$ cat src/rtl/uart_pkg.sv
// Shared UART types and helpers for uart_rx / uart_tx.
// UART_RX_PARITY_EN adds the PARITY receive state.
package uart_pkg;

    localparam int UART_DATA_BITS = 8;
    localparam int IDX_W = $clog2(UART_DATA_BITS);

    typedef enum logic [2:0] {
        RX_IDLE,
        RX_START,
        RX_DATA,
`ifdef UART_RX_PARITY_EN
        RX_PARITY,
`endif
        RX_STOP,
        RX_WAIT_HIGH
    } uart_rx_state_t;

    function automatic int uart_div(input int clk_hz, input int baud);
        return clk_hz / baud;
    endfunction

endpackage

$ cat src/rtl/stream_bus.sv
// Valid/ready byte stream with source and sink views.
// clk/rst travel with the bus for consumers that need them.
interface StreamBus #(
    parameter int W = 8
) (
    input logic clk,
    input logic rst
);

    logic         valid;
    logic         ready;
    logic [W-1:0] data;

    modport source (input clk, rst, ready, output valid, data);
    modport sink   (input clk, rst, valid, data, output ready);

endinterface

$ cat src/rtl/uart_baud_cnt.sv
// Loadable down-counter; expire is high while the count sits at zero.
// It parks at zero when not reloaded.
module uart_baud_cnt #(
    parameter int W = 3
) (
    input  logic         clk,
    input  logic         rst,
    input  logic         load,
    input  logic [W-1:0] load_val,
    output logic         expire
);

    logic [W-1:0] cnt;

    always_ff @(posedge clk) begin
        if (rst) begin
            cnt <= '0;
        end else if (load) begin
            cnt <= load_val;
        end else if (cnt != '0) begin
            cnt <= cnt - W'(1);
        end
    end

    assign expire = (cnt == '0);

endmodule

$ cat src/rtl/uart_rx.sv
// 8N1 UART receiver with mid-bit sampling and a one-entry output register.
// Define UART_RX_PARITY_EN for 8E1 frames with a parity_err pulse.
module uart_rx
    import uart_pkg::*;
#(
    parameter int CLK_HZ = 8_000_000,
    parameter int BAUD   = 115_200
) (
    input  logic     clk,
    input  logic     rst,
    input  logic     rx,
    StreamBus.source bus,
    output logic     frame_err,
    output logic     overrun
`ifdef UART_RX_PARITY_EN
    ,
    output logic     parity_err
`endif
);

    localparam int DIV = uart_div(CLK_HZ, BAUD);
    localparam int CW  = $clog2(DIV);
    localparam logic [CW-1:0] HALF = CW'(DIV / 2 - 1);
    localparam logic [CW-1:0] FULL = CW'(DIV - 1);
    localparam logic [IDX_W-1:0] LAST = IDX_W'(UART_DATA_BITS - 1);

    if (DIV < 4) begin : g_div_chk
        $error("uart_rx: CLK_HZ / BAUD must be at least 4");
    end

    uart_rx_state_t state, nxt;

    logic [1:0]                sync;
    logic                      rxs;
    logic                      expire;
    logic                      load;
    logic [CW-1:0]             load_val;
    logic                      clr_idx;
    logic                      shift_en;
    logic                      frame_bad;
    logic                      byte_ok;
    logic                      accept;
    logic [IDX_W-1:0]          idx;
    logic [UART_DATA_BITS-1:0] shreg;
    logic                      pflag;
`ifdef UART_RX_PARITY_EN
    logic                      par_chk;
    logic                      parity_bad;
`endif

    always_ff @(posedge clk) begin
        if (rst) sync <= 2'b11;
        else     sync <= {sync[0], rx};
    end

    assign rxs = sync[1];

    uart_baud_cnt #(.W(CW)) u_cnt (
        .clk      (clk),
        .rst      (rst),
        .load     (load),
        .load_val (load_val),
        .expire   (expire)
    );

    always_ff @(posedge clk) begin
        if (rst) state <= RX_IDLE;
        else     state <= nxt;
    end

    always_comb begin
        nxt = state;
        unique case (state)
            RX_IDLE:      if (!rxs) nxt = RX_START;
            RX_START:     if (expire) nxt = rxs ? RX_IDLE : RX_DATA;
`ifdef UART_RX_PARITY_EN
            RX_DATA:      if (expire && idx == LAST) nxt = RX_PARITY;
            RX_PARITY:    if (expire) nxt = RX_STOP;
`else
            RX_DATA:      if (expire && idx == LAST) nxt = RX_STOP;
`endif
            RX_STOP:      if (expire) nxt = rxs ? RX_IDLE : RX_WAIT_HIGH;
            RX_WAIT_HIGH: if (rxs) nxt = RX_IDLE;
            default:      nxt = RX_IDLE;
        endcase
    end

    always_comb begin
        load      = 1'b0;
        load_val  = FULL;
        clr_idx   = 1'b0;
        shift_en  = 1'b0;
        frame_bad = 1'b0;
        byte_ok   = 1'b0;
`ifdef UART_RX_PARITY_EN
        par_chk    = 1'b0;
        parity_bad = 1'b0;
`endif
        unique case (state)
            RX_IDLE: begin
                load     = !rxs;
                load_val = HALF;
            end
            RX_START: begin
                load    = expire && !rxs;
                clr_idx = expire && !rxs;
            end
            RX_DATA: begin
                load     = expire;
                shift_en = expire;
            end
`ifdef UART_RX_PARITY_EN
            RX_PARITY: begin
                load    = expire;
                par_chk = expire;
            end
`endif
            RX_STOP: begin
                frame_bad = expire && !rxs;
                byte_ok   = expire && rxs && !pflag;
`ifdef UART_RX_PARITY_EN
                parity_bad = expire && rxs && pflag;
`endif
            end
            default: ;
        endcase
    end

    always_ff @(posedge clk) begin
        if (rst) begin
            idx   <= '0;
            shreg <= '0;
        end else if (clr_idx) begin
            idx <= '0;
        end else if (shift_en) begin
            shreg[idx] <= rxs;
            idx        <= idx + IDX_W'(1);
        end
    end

`ifdef UART_RX_PARITY_EN
    // Even parity: the parity bit must match the XOR of the data bits.
    always_ff @(posedge clk) begin
        if (rst || clr_idx) pflag <= 1'b0;
        else if (par_chk && (rxs != ^shreg)) pflag <= 1'b1;
    end

    always_ff @(posedge clk) begin
        if (rst) parity_err <= 1'b0;
        else     parity_err <= parity_bad;
    end
`else
    assign pflag = 1'b0;
`endif

    assign accept = byte_ok && (!bus.valid || bus.ready);

    always_ff @(posedge clk) begin
        if (rst) begin
            bus.valid <= 1'b0;
            bus.data  <= '0;
            frame_err <= 1'b0;
            overrun   <= 1'b0;
        end else begin
            if (accept) begin
                bus.valid <= 1'b1;
                bus.data  <= shreg;
            end else if (bus.ready) begin
                bus.valid <= 1'b0;
            end
            frame_err <= frame_bad;
            overrun   <= byte_ok && !accept;
        end
    end

endmodule

$ cat src/flat_wrapper.sv
// flat-port wrapper written by rule: the top's interface ports become plain ports
module uart_rx_flat import uart_pkg::*;
#(
    parameter int CLK_HZ = 8_000_000,
    parameter int BAUD   = 115_200
)
  (clk, rst, rx, frame_err, overrun, bus_ready, bus_valid, bus_data);
  StreamBus bus_i (.clk(clk), .rst(rst));
  input  logic clk;
  input  logic rst;
  input  logic rx;
  output logic frame_err;
  output logic overrun;
  input wire logic [$bits(bus_i.ready)-1:0] bus_ready;
  output wire logic [$bits(bus_i.valid)-1:0] bus_valid;
  output wire logic [$bits(bus_i.data)-1:0] bus_data;
  assign bus_i.ready = bus_ready;
  assign bus_valid = bus_i.valid;
  assign bus_data = bus_i.data;
  uart_rx #(.CLK_HZ(CLK_HZ), .BAUD(BAUD)) u_core (.clk(clk), .rst(rst), .rx(rx), .bus(bus_i), .frame_err(frame_err), .overrun(overrun));
endmodule
$ cat config.mk
export PLATFORM = sky130hd
export DESIGN_NAME = uart_rx_flat
export DESIGN_NICKNAME = d
export VERILOG_FILES = /design/src/rtl/uart_pkg.sv /design/src/rtl/stream_bus.sv /design/src/rtl/uart_baud_cnt.sv /design/src/rtl/uart_rx.sv /design/src/flat_wrapper.sv
export SDC_FILE = /design/constraint.sdc
export NUM_CORES = 1
export LEC_CHECK = 0
export CAP_MARGIN = 20
export CORE_MARGIN = 2
export CORE_UTILIZATION = 40
export DETAILED_ROUTE_END_ITERATION = 7
export HOLD_SLACK_MARGIN = 0.05
export PLACE_DENSITY_LB_ADDON = 0.08
export SYNTH_ARGS = -nofsm -noshare
export SYNTH_HDL_FRONTEND = slang
export SYNTH_SLANG_ARGS = --single-unit
$ cat constraint.sdc
create_clock -name clk -period 4.8 [get_ports clk]
set_clock_uncertainty 0.2 [all_clocks]
set_input_delay 0.72 -clock clk [delete_from_list [all_inputs] [get_ports clk]]
set_output_delay 0.72 -clock clk [all_outputs]
set_load 0.02 [all_outputs]
**After elaboration in Yosys (flattened, before gate mapping)**

Cells that the tools add are included.

- Register bits: 34
- Input port bits: 4
- Output and inout bits: 11
- Logic and storage cells: 64

- Add/subtract/negate cells: 2
- $lt $le $gt $ge: 2
- Equality and inequality tests: 10
- Muxes and demuxes: 20
- Bitwise operators: 2
- Reductions and logical operators: 19

Operators with widths:

| cell | count |
|---|---|
| 7-bit two-way mux | 3 |
| 3-bit two-way mux | 6 |
| 3-bit one-hot mux with 5 select lines | 1 |
| 8-bit bitwise mux | 1 |
| 2-bit by 1-bit != test with 1-bit output (second input constant) | 4 |
| 7-bit zero test | 1 |
| 7-bit nonzero test | 1 |
| 7-bit by 1-bit subtractor with 7-bit output (second input constant) | 1 |
| 3-bit by 2-bit == test with 1-bit output (second input constant) | 2 |
| 3-bit == test (second input constant) | 2 |
| 1-bit logical AND | 6 |
| 1-bit two-way mux | 6 |
| 5-bit AND reduction | 1 |
| 3-bit by 4-bit less-than comparator with 1-bit output (second input constant) | 1 |
| 2-bit nonzero test | 2 |
| 2-bit OR reduction | 2 |
| 3-bit by 1-bit adder with 3-bit output (second input constant) | 1 |
| 1-bit demux with 3-bit select | 1 |
| 3-bit by 1-bit == test with 1-bit output (second input constant) | 1 |
| 3-bit by 1-bit greater-or-equal comparator with 1-bit output (second input constant) | 1 |
| 1-bit zero test | 3 |
| 3-bit zero test | 1 |
| 1-bit one-hot mux with 3 select lines | 1 |
| 2-bit two-way mux | 1 |
| 4 further kinds | 5 |

**Longest topological paths before layout**

Gate-level depths: netlist (run 1).

- Depth after elaboration: 6
- Mapped depth: 8
- Depth with buffers taken out: 6

**Modules after synthesis**

A second synthesis (run 1) with hierarchy kept.

- Cell total of the unflattened synthesis: 160
- Area total of the unflattened synthesis: 1532.7 um^2

Modules (own cells, without submodules):

| module | instances | cells each | area an instance (um^2) | sequential area each (um^2) |
|---|---|---|---|---|
| uart_rx | 1 | 113 | 1133.6 | 540.5 |
| uart_baud_cnt | 1 | 47 | 399.1 | 140.1 |

**Least setup slack after synthesis (run 1)**

Ideal clock, no wire load.

- Path type: reg2reg
- Start: register u_core.u_cnt.cnt[0]
- End: register u_core.state[2]
- Setup time: 0.079 ns
- Arrival: 1.677 ns
- Required time: 4.521 ns
- Setup slack: 2.843 ns
- Cell stages (with the launch flop): 8
- Path buffers: 1
- Clock period less this slack: 1.957 ns
- Cells stage by stage: dfxtp_1 > inv_1 > ha_1 > or3b_1 > buf_2 > nor4_4 > inv_1 > a211oi_2

- Longest elaborated chain between the ends: 4
- Elaborated cells on any way between the ends: 6
- Those cells by class: eq/ne (3); reduce/logical (3)

Ends and longest elaborated chain:

| element | RTL line | text |
|---|---|---|
| start, declared | uart_baud_cnt.sv:13 | `logic [W-1:0] cnt;` |
| start signal, assigned | uart_baud_cnt.sv:19 | `cnt <= load_val;` |
| start signal, assigned | uart_baud_cnt.sv:21 | `cnt <= cnt - W'(1);` |
| 7-bit zero test * | uart_baud_cnt.sv:25 | `assign expire = (cnt == '0);` |
| 1-bit logical AND | uart_rx.sv:80 | `RX_DATA: if (expire && idx == LAST) nxt = RX_STOP;` |
| 2-bit by 1-bit != test with 1-bit output (no line) | - |  |
| 5-bit AND reduction (no line) * | - |  |
| end signal, assigned | uart_rx.sv:68 | `else state <= nxt;` |
| end, declared | uart_rx.sv:31 | `uart_rx_state_t state, nxt;` |

Mark *: on every way between the ends. The rest lies on a longest branch, timed or not.
A chain may end at the register's enable or synchronous reset.

==> results of run 1 <==
## per-layer routing
layer,wire [um],part of all wire (%),global-route usage (%)
met2,1400,43,24.5
met4,62,1.9,5.47
met5,0,0,0
met1,1640,50,25.0
met3,164,5.0,5.65
## final timing paths
check | depth (start not counted) | endpoint | startpoint
max | 4 | u_core.shreg[4] | rst
min | 1 | u_core.sync[1] | u_core.sync[0]
max reg2reg | 6 | u_core.shreg[4] | u_core.u_cnt.cnt[0]
min reg2reg | 1 | u_core.sync[1] | u_core.sync[0]
## logic make-up (layout without fill, tap and decap cells)
logic type / after synthesis / count (layout) / synth area share (%)
and+or+nand+nor: 69 / 69 / 25.5
AOI/OAI and AO/OA: 41 / 41 / 17.7
DFF: 34 / 34 / 44.8
buffers and inverters: 17 / 26 / 4.53
muxes: 5 / 5 / 3.30
adders and majority gates: 3 / 3 / 2.47
xor gates and xnor gates: 3 / 3 / 1.73
## cells in the final DEF, fill, tap and decap left out, types with 2 or more instances in the layout
| cell type | count |
|---|---|
| dfxtp_1 | 34 |
| nand3_1 | 15 |
| a21oi_1 | 14 |
| clkdlybuf4s50_1 | 14 |
| nand2_1 | 13 |
| nor3_1 | 9 |
| o21ai_0 | 9 |
| or3_1 | 5 |
| nor2_1 | 5 |
| mux2i_1 | 5 |
| clkbuf_8 | 5 |
| inv_1 | 4 |
| o311ai_0 | 4 |
| o41ai_1 | 4 |
| nand2b_1 | 3 |
| nor4_1 | 3 |
| or2_2 | 3 |
| ha_1 | 3 |
| nor2b_1 | 2 |
| nand4_1 | 2 |
| a21boi_0 | 2 |
| xnor2_1 | 2 |
| clkbuf_1 | 2 |
## state kept, by name (all words and copies together) (netlist names)
| signal | count |
|---|---|
| u_core.bus.data | 8 |
| u_core.shreg | 8 |
| u_core.u_cnt.cnt | 7 |
| u_core.idx | 3 |
| u_core.state | 3 |
| u_core.sync | 2 |
| u_core.bus.valid | 1 |
| u_core.frame_err | 1 |
| u_core.overrun | 1 |
## layout make-up
type / count / share of cell area (%)
flip-flops and latches: 34 / 39.0
clock buffers: 7 / 4.37
repair buffers: 14 / 8.03
multi-input cells: 121 / 44.1
well taps: 48 / 3.44
inverters: 5 / 1.08
## power groups by stage
stage	sequential (mW)	combinational [mW]	clock [mW]
4_1_cts	0.322	0.189	0.199
5_1_grt	0.326	0.214	0.213
2_1_floorplan	0.321	0.165	0
6_report	0.322	0.188	0.193
3_5_place_dp	0.328	0.189	0
3_3_place_gp	0.327	0.185	0
## per-stage QoR
stage / util (%) / total power [mW] / hold WS, ps
final: 47.7 / 0.704 / 217
after global routing: 47.7 / 0.753 / 238
after CTS: 47.7 / 0.710 / 223
after detailed placement: 45.6 / 0.517 / 206
after global placement: 45.6 / 0.512 / 196
after floorplan: - / 0.486 / 189
## critical path: stages
cell	delay, ps
clkdlybuf4s50_1	950
clkinv_1	440
nand2_1	350
o41ai_1	130
==> flow_metrics.py, run 1 <==
metrics = {
    "yosys": {
        "ys_async_sr_fraction_pct": 0,
        "synth_edf_count": 0,
        "yosys.area.top_type_share_pct": 44.8,
        "syn_inst": 172,
        "synth.largest_area_cell": "dfxtp_1",
        "yosysSeqAreaShare_pct": 44.8,
        "avgSynthCellArea_um2": 8.83,
        "yosys_register_bits": 34,
        "synth.most_common_cell": "dfxtp_1",
        "syn_area_um2": 1520,
        "synthTopCellsByCount": "34 x dfxtp_1, 15 x nand3_1, 14 x a21oi_1, 13 x nand2_1",
        "ys_warn_count": 0,
        "synth_area_leaders": "dfxtp_1 45%, nand3_1 4.9%, a21oi_1 4.6%",
        "ys.flop_type": "dfxtp_1",
        "synthesis.nets": 179,
        "ys_types": 42,
    },
    "clocking": {
        "htree_levels": 2,
        "tritoncts": "yes",
        "cts_root_buf": "clkbuf_8",
        "worst_skew_pair.late_latency_ps": 280,
        "cts_sinks": 34,
        "cts_made_buffers": 5,
        "cts_setup_buffers": 0,
        "clk_pin_slew_ps": 60,
        "cts_hold_buffers": 0,
        "cts_max_path_buffers": 2,
        "cts_resized": 0,
    },
    "detailed_routing": {
        "drt_iter0_markers": 71,
        "drtPass1Iterations": 4,
        "routedWlPerCell_um": 14.3,
        "vias": 1280,
        "drc": 0,
        "vias_per_cell": 5.59,
        "routed_wl_mm": 3.27,
        "antenna_left": 0,
    },
    "placed_design": {
        "hpwl_mm": 2.33,
        "dp_cells": 222,
        "place_ws_ps": 1840,
        "io_buffers": 14,
        "place_congestion": 0.754,
        "postPlaceCellArea_um2": 1670,
    },
    "power": {
        "vdd_drop_max_mv": 0.161,
        "pwr-share-seq_pct": 45.8,
        "p_leak_nw": 0.575,
        "p_int_uw": 461,
        "switching_share_pct": 34.4,
        "power.density_nw_per_um2": 403,
        "combPwrFrac_pct": 26.7,
        "clkPwrFrac_pct": 27.5,
        "p_sw_uw": 242,
    },
    "final_layout": {
        "fill_cells": 371,
        "fin_area_um2": 1750,
        "nets": 188,
        "multi_input_comb_area_um2": 769,
        "drive_above_1_share_pct": 6.63,
        "n_antenna_cell": 0,
        "syn2layout_area_growth_pct": 14.9,
        "seq_area_um2": 681,
        "instances_no_fill": 229,
    },
    "global_routing": {
        "grt_use_total_pct": 17.4,
        "antenna_found_initial": 0,
        "grt_pass1_wl_mm": 5.72,
        "grt_pass1_vias": 1206,
        "grt-ovfl-total": 0,
        "grt_max_degree": 26,
    },
    "timing": {
        "tightestPinTransition_ps": 749,
        "slew_headroom_pct": 49.9,
        "fin_tns_setup_ps": 0,
        "period_minus_slack_ps": 2670,
        "setup_ws_ps": 2130,
        "rsz0062_at_grt": "no",
        "max_freq_ghz": 0.375,
        "setup_viol": 0,
        "maxSlewViolCount": 0,
        "hold_viol": 0,
        "finalCritPeriodShare_pct": 55.5,
    },
    "floorplanning": {
        "ios": 15,
        "die-area_um2": 4310,
        "core-area_um2": 3660,
        "initial_utilization_pct": 41.5,
        "fp.dieW_um": 65.6,
        "die_y_um": 65.6,
        "placementRows": 22,
    },
    "critical_path": {
        "cp.required_ps": 4740,
        "crit_arrival_ps": 2600,
        "cp_max_fo": 21,
        "reg2reg_setup_slack_ps": 2210,
        "path_class": "primary input to register",
        "worstSetupStartpointType": "primary input",
        "end_kind": "register",
    },
    "worst_hold_path": {
        "min_path_type": "register to register",
    },
    "run": {
        "timing.max_cap.violations": 0,
    },
    "outcome": {
        "status": "finished, final reports clean",
    },
}
(Power assumes the default switching activity.)
==> run 2: changes to the inputs <==
==> constraint.sdc (replaced) <==
create_clock -name clk -period 2.16 [get_ports clk]
set_clock_uncertainty 0.2 [all_clocks]
set_input_delay 0.324 -clock clk [delete_from_list [all_inputs] [get_ports clk]]
set_output_delay 0.324 -clock clk [all_outputs]
set_load 0.02 [all_outputs]
==> run 2 against run 1 <==
Routed wire length increased by 1.2%. Largest power group unchanged. Sequential power grew 120%. Die area unchanged. Count of clock-buffer cells in the layout shrank 1. Register-to-register slack worse by 2100 ps. First-iteration DRC count grew 9.9%. Non-clock buffer count grew 8. Sequential share of layout area fell by 2.1 points. Critical path depth up 3.
==> flow_metrics.py, run 2 (same netlist as run 1, synthesis figures left out) <==
metrics = {
    "global_routing": {
        "grt_use_total_pct": 18.2,
        "grt_pass1_vias": 1262,
        "grt_pass1_wl_mm": 6.00,
        "grt_max_degree": 21,
        "grt-ovfl-total": 0,
        "antenna_found_initial": 0,
    },
    "clocking": {
        "cts_resized": 0,
        "cts_made_buffers": 5,
        "clk_pin_slew_ps": 60,
        "worst_skew_pair.late_latency_ps": 280,
        "cts_setup_buffers": 0,
        "cts_max_path_buffers": 2,
        "htree_levels": 2,
        "cts_sinks": 34,
        "cts_root_buf": "clkbuf_8",
        "tritoncts": "yes",
        "cts_hold_buffers": 0,
    },
    "detailed_routing": {
        "routedWlPerCell_um": 13.9,
        "drtPass1Iterations": 4,
        "antenna_left": 0,
        "vias": 1321,
        "vias_per_cell": 5.57,
        "drc": 0,
        "routed_wl_mm": 3.30,
        "drt_iter0_markers": 78,
    },
    "final_layout": {
        "nets": 196,
        "final_common_cell": "dfxtp_1",
        "mostFrequentLayoutCells": "34 x dfxtp_1, 15 x nand3_1, 14 x a21oi_1, 14 x clkdlybuf4s50_1, 12 x nand2_1",
        "n_antenna_cell": 0,
        "fill_cells": 348,
        "top_regs": "u_core.bus.data: 8 flops, u_core.shreg: 8 flops, u_core.u_cnt.cnt: 7 flops",
        "multi_input_comb_area_um2": 774,
        "drive_above_1_share_pct": 12.7,
        "seq_area_um2": 681,
        "syn2layout_area_growth_pct": 21.6,
    },
    "critical_path": {
        "end_kind": "register",
        "worstSetupStartpointType": "register",
        "reg2reg_setup_slack_ps": 130,
        "crit_arrival_ps": 2000,
        "path_class": "register to register",
        "cp.required_ps": 2130,
        "cp_max_fo": 10,
    },
    "timing": {
        "fin_tns_setup_ps": 0,
        "max_freq_ghz": 0.493,
        "maxSlewViolCount": 0,
        "slew_headroom_pct": 67.9,
        "setup_ws_ps": 131,
        "tightestPinTransition_ps": 476,
        "period_minus_slack_ps": 2030,
        "rsz0062_at_grt": "no",
        "finalCritPeriodShare_pct": 93.9,
        "setup_viol": 0,
        "hold_viol": 0,
    },
    "outcome": {
        "status": "finished, final reports clean",
    },
    "placed_design": {
        "place_congestion": 0.822,
        "place_ws_ps": 112,
        "io_buffers": 14,
        "hpwl_mm": 2.44,
    },
    "floorplanning": {
        "ios": 15,
        "die-area_um2": 4310,
        "placementRows": 22,
        "fp.dieW_um": 65.6,
        "die_y_um": 65.6,
        "initial_utilization_pct": 41.5,
        "core-area_um2": 3660,
    },
    "power": {
        "finalPower_mw": 1.81,
        "power.density_nw_per_um2": 981,
        "vdd_drop_max_mv": 0.432,
        "p_leak_nw": 0.634,
    },
    "worst_hold_path": {
        "min_path_type": "register to register",
    },
    "run": {
        "timing.max_cap.violations": 0,
    },
}
==> run 2: cell count changes in the layout (fill, tap and decap cells not counted), sizes merged <==
cell / previous run / this run
buf: 0 / 8
bufinv: 0 / 1
clkbuf: 7 / 6
==> run 2: final cells by class <==
cell class              instances  share of cell area (%)
flip-flops and latches         34                    36.9
clock inverters                 1                    1.63
inverters                       5                    1.02
clock buffers                   6                    4.47
well taps                      48                    3.25
repair buffers                 22                    10.8
multi-input cells             121                    41.9
==> run 2: path summary, 6_finish.rpt <==
kind                            start              to  cells past startpoint
setup / recovery  u_core.u_cnt.cnt[0]   u_core.idx[0]                      7
hold / removal         u_core.sync[0]  u_core.sync[1]                      1
setup reg to reg  u_core.u_cnt.cnt[0]   u_core.idx[0]                      7
hold reg to reg        u_core.sync[0]  u_core.sync[1]                      1
==> run 2: worst max-delay path, cell delays in order (launching register included) <==
cell,delay (ps)
dfxtp_1,320
inv_1,70
ha_1,200
or3b_4,430
nor2_1,190
buf_4,200
a31oi_1,130
and2_1,180
==> run 2: through the flow <==
| stage | instance area, um^2 | cells | utilization (%) | hold slack, ps |
|---|---|---|---|---|
| floorplan | 1520 | 172 | - | 189 |
| global placement | 1730 | 230 | 47.2 | 193 |
| detailed placement | 1730 | 230 | 47.2 | 193 |
| CTS | 1840 | 237 | 50.3 | 209 |
| global route | 1850 | 237 | 50.4 | 225 |
| finish | 1850 | 237 | 50.4 | 207 |
==> run 2: power by group <==
part	internal (mW)	switching [mW]	total, mW
Clock	0.369	0.215	0.584
Sequential	0.670	0.0449	0.715
Combinational	0.208	0.304	0.512
==> run 2: per-layer routing <==
layer  GRT usage, %  share of wire, %  vias up
met5              0                 0        -
met4           5.47               1.4        0
met3           5.31               5.0        5
met2           27.4                44       26
met1           25.2                50      627
li1               -                 -      663
==> run 3: changes to the inputs <==
--- a/config.mk
+++ b/config.mk
@@ -5,6 +5,7 @@
 export SDC_FILE = /design/constraint.sdc
 export NUM_CORES = 1
 export LEC_CHECK = 0
+export ABC_AREA = 1
 export CAP_MARGIN = 20
 export CORE_MARGIN = 2
 export CORE_UTILIZATION = 40
==> run 3 against run 2 <==
Register-to-register slack gained 150 ps. Combinational power shrank 11%. Total power shrank 4.0%. Routed wire length shrank 5.5%. Cell count grew 19%. Via count grew 3.4%. First-iteration DRC count grew 5.1%. Core utilization grew 0.23 points. Count of clock-buffer cells in the layout shrank 1.
==> flow_metrics.py, run 3 <==
metrics = {
    "critical_path": {
        "slowest_stage": "dfxtp_1",
        "crit_path_start": "u_core.u_cnt.cnt[0]",
        "path_delay_family": "simple AND/OR/NAND/NOR gates",
        "cp.required_ps": 2140,
        "cp-endpoint": "u_core.bus.data[1]",
        "cp_max_fo": 10,
        "slowest_delay_ps": 320,
        "crit_cells": 9,
        "r2r_start": "u_core.u_cnt.cnt[0]",
        "end_kind": "register",
        "critPathBufInv": 2,
        "cp_cell_sequence": "inv_1 -> ha_1 -> nand2_1 -> nor2_8 -> nand3_2 -> nor2_4 -> inv_2 -> o21ai_1 -> nor2_1",
        "worstSetupStartpointType": "register",
        "crit_arrival_ps": 1850,
        "path_class": "register to register",
        "reg2reg_setup_slack_ps": 290,
        "r2r_cells": 9,
        "r2r_end": "u_core.bus.data[1]",
    },
    "yosys": {
        "synth_area_leaders": "dfxtp_1 44%, nand2_1 9.9%, nor2_1 7.2%",
        "yosys.area.top_type_share_pct": 43.7,
        "synth_edf_count": 0,
        "yosys_register_bits": 34,
        "syn_inst": 213,
        "ys.flop_type": "dfxtp_1",
        "yosys-mux-area-fraction_pct": 0,
        "synth.largest_area_cell": "dfxtp_1",
        "synth_fa_ha_area_share_pct": 2.41,
        "synthesis.nets": 220,
        "synth_top_family_by_area": "simple AND/OR/NAND/NOR gates",
        "synth-simple-area-share_pct": 31.6,
        "synthTopCellsByCount": "41 x nand2_1, 34 x dfxtp_1, 30 x nor2_1, 25 x inv_1, 17 x o21ai_1",
        "synth-compound-area-share_pct": 12.5,
        "avgSynthCellArea_um2": 7.31,
        "ys_types": 28,
        "yosysSeqAreaShare_pct": 43.7,
        "ys_warn_count": 0,
        "synth.most_common_cell": "nand2_1",
        "syn_area_um2": 1560,
        "synthXorXnorAreaFrac_pct": 1.13,
        "ys_async_sr_fraction_pct": 0,
    },
    "global_routing": {
        "grt_max_degree": 15,
        "grt_pass1_vias": 1264,
        "antenna_found_initial": 0,
        "grt-ovfl-total": 0,
        "grt_pass1_wl_mm": 5.45,
        "grt_use_total_pct": 16.5,
    },
    "detailed_routing": {
        "antenna_left": 0,
        "drtPass1Iterations": 4,
        "vias_per_cell": 4.84,
        "routed_wl_mm": 3.12,
        "vias": 1366,
        "routedWlPerCell_um": 11.1,
        "drt_iter0_markers": 82,
        "drc": 0,
    },
    "final_layout": {
        "fin_util_pct": 50.7,
        "mostFrequentLayoutCells": "41 x nand2_1, 34 x dfxtp_1, 30 x nor2_1",
        "seq_area_um2": 681,
        "fill_cells": 366,
        "top_regs": "u_core.bus.data: 8 flops, u_core.shreg: 8 flops, u_core.u_cnt.cnt: 7 flops",
        "instances_no_fill": 282,
        "n_antenna_cell": 0,
        "nets": 240,
        "syn2layout_area_growth_pct": 20.1,
        "final_common_cell": "nand2_1",
        "multi_input_comb_area_um2": 741,
        "drive_above_1_share_pct": 11.5,
    },
    "placed_design": {
        "io_buffers": 14,
        "hpwl_mm": 2.36,
        "place_congestion": 0.821,
        "place_ws_ps": 278,
        "dp_cells": 274,
    },
    "clocking": {
        "tritoncts": "yes",
        "cts_max_path_buffers": 2,
        "htree_levels": 2,
        "cts_made_buffers": 5,
        "clk_pin_slew_ps": 70,
        "worst_skew_pair.late_latency_ps": 280,
        "cts_root_buf": "clkbuf_8",
        "cts_sinks": 34,
        "cts_resized": 0,
        "cts_hold_buffers": 0,
        "cts_setup_buffers": 0,
    },
    "outcome": {
        "status": "finished, final reports clean",
    },
    "timing": {
        "setup_ws_ps": 285,
        "finalCritPeriodShare_pct": 86.8,
        "maxSlewViolCount": 0,
        "period_minus_slack_ps": 1870,
        "setup_viol": 0,
        "tightestPinTransition_ps": 512,
        "max_freq_ghz": 0.533,
        "slew_headroom_pct": 65.8,
        "rsz0062_at_grt": "no",
        "fin_tns_setup_ps": 0,
        "hold_viol": 0,
    },
    "floorplanning": {
        "core-area_um2": 3690,
        "die_y_um": 66.4,
        "fp.dieW_um": 66.4,
        "ios": 15,
        "initial_utilization_pct": 42.2,
        "placementRows": 22,
        "die-area_um2": 4410,
    },
    "power": {
        "power.density_nw_per_um2": 930,
        "vdd_drop_max_mv": 0.472,
        "p_leak_nw": 0.829,
    },
    "worst_hold_path": {
        "min_path_type": "register to register",
    },
    "run": {
        "timing.max_cap.violations": 0,
    },
}
## run 3: cell types whose count changed after synthesis, sizes merged, moves of 9 or more
cell / previous run / this run
nand2: 13 / 46
nor2: 5 / 34
inv: 4 / 28
o21ai: 9 / 20
nand3: 15 / 6
## run 3: cell families after synthesis
logic type,after synthesis
simple gates,102
compound gates,38
buf+inv,34
flops,34
fa+ha+maj,3
xor+xnor,2
## run 3: final cells by class
cell class | instances | area share (%)
inverter | 29 | 5.82
sequential | 34 | 36.4
timing repair buffer | 18 | 9.10
clock inverter | 3 | 2.14
tap | 48 | 3.21
clock buffer | 5 | 3.68
multi-input combinational | 145 | 39.6
## run 3: worst reg2reg max path: stages, from the launching register on
cell	delay, ps
dfxtp_1	320
inv_1	70
ha_1	180
nand2_1	140
nor2_8	230
nand3_2	120
nor2_4	220
inv_2	90
o21ai_1	150
nor2_1	50
## run 3: where the power goes
part	switching [mW]	leakage (nW)	internal, mW
clock	0.222	0.0579	0.339
combinational	0.280	0.495	0.174
sequential	0.0451	0.276	0.679
## run 3: worst min-delay path by stage
stage	from	to	slack, ps	cells past startpoint
floorplan	u_core.sync[0]	u_core.sync[1]	190	1
finish	u_core.sync[0]	u_core.sync[1]	210	1
CTS	u_core.sync[0]	u_core.sync[1]	210	1
global route	u_core.sync[0]	u_core.sync[1]	230	1
global placement	u_core.sync[0]	u_core.sync[1]	190	1
detailed placement	u_core.sync[0]	u_core.sync[1]	200	1
## run 3: stage by stage
step | hold WS [ps] | instance area (um^2) | total power, mW
floorplan | 189 | 1560 | 1.11
global placement | 193 | 1760 | 1.19
detailed placement | 197 | 1760 | 1.19
CTS | 213 | 1870 | 1.76
global route | 232 | 1870 | 1.87
finish | 212 | 1870 | 1.74
## run 3: layer usage
metal	routed length, um	vias up	global-route usage (%)
met3	155	4	5.28
met4	44	0	7.91
li1	-	728	-
met1	1520	593	21.5
met5	0	-	0
met2	1400	41	24.5
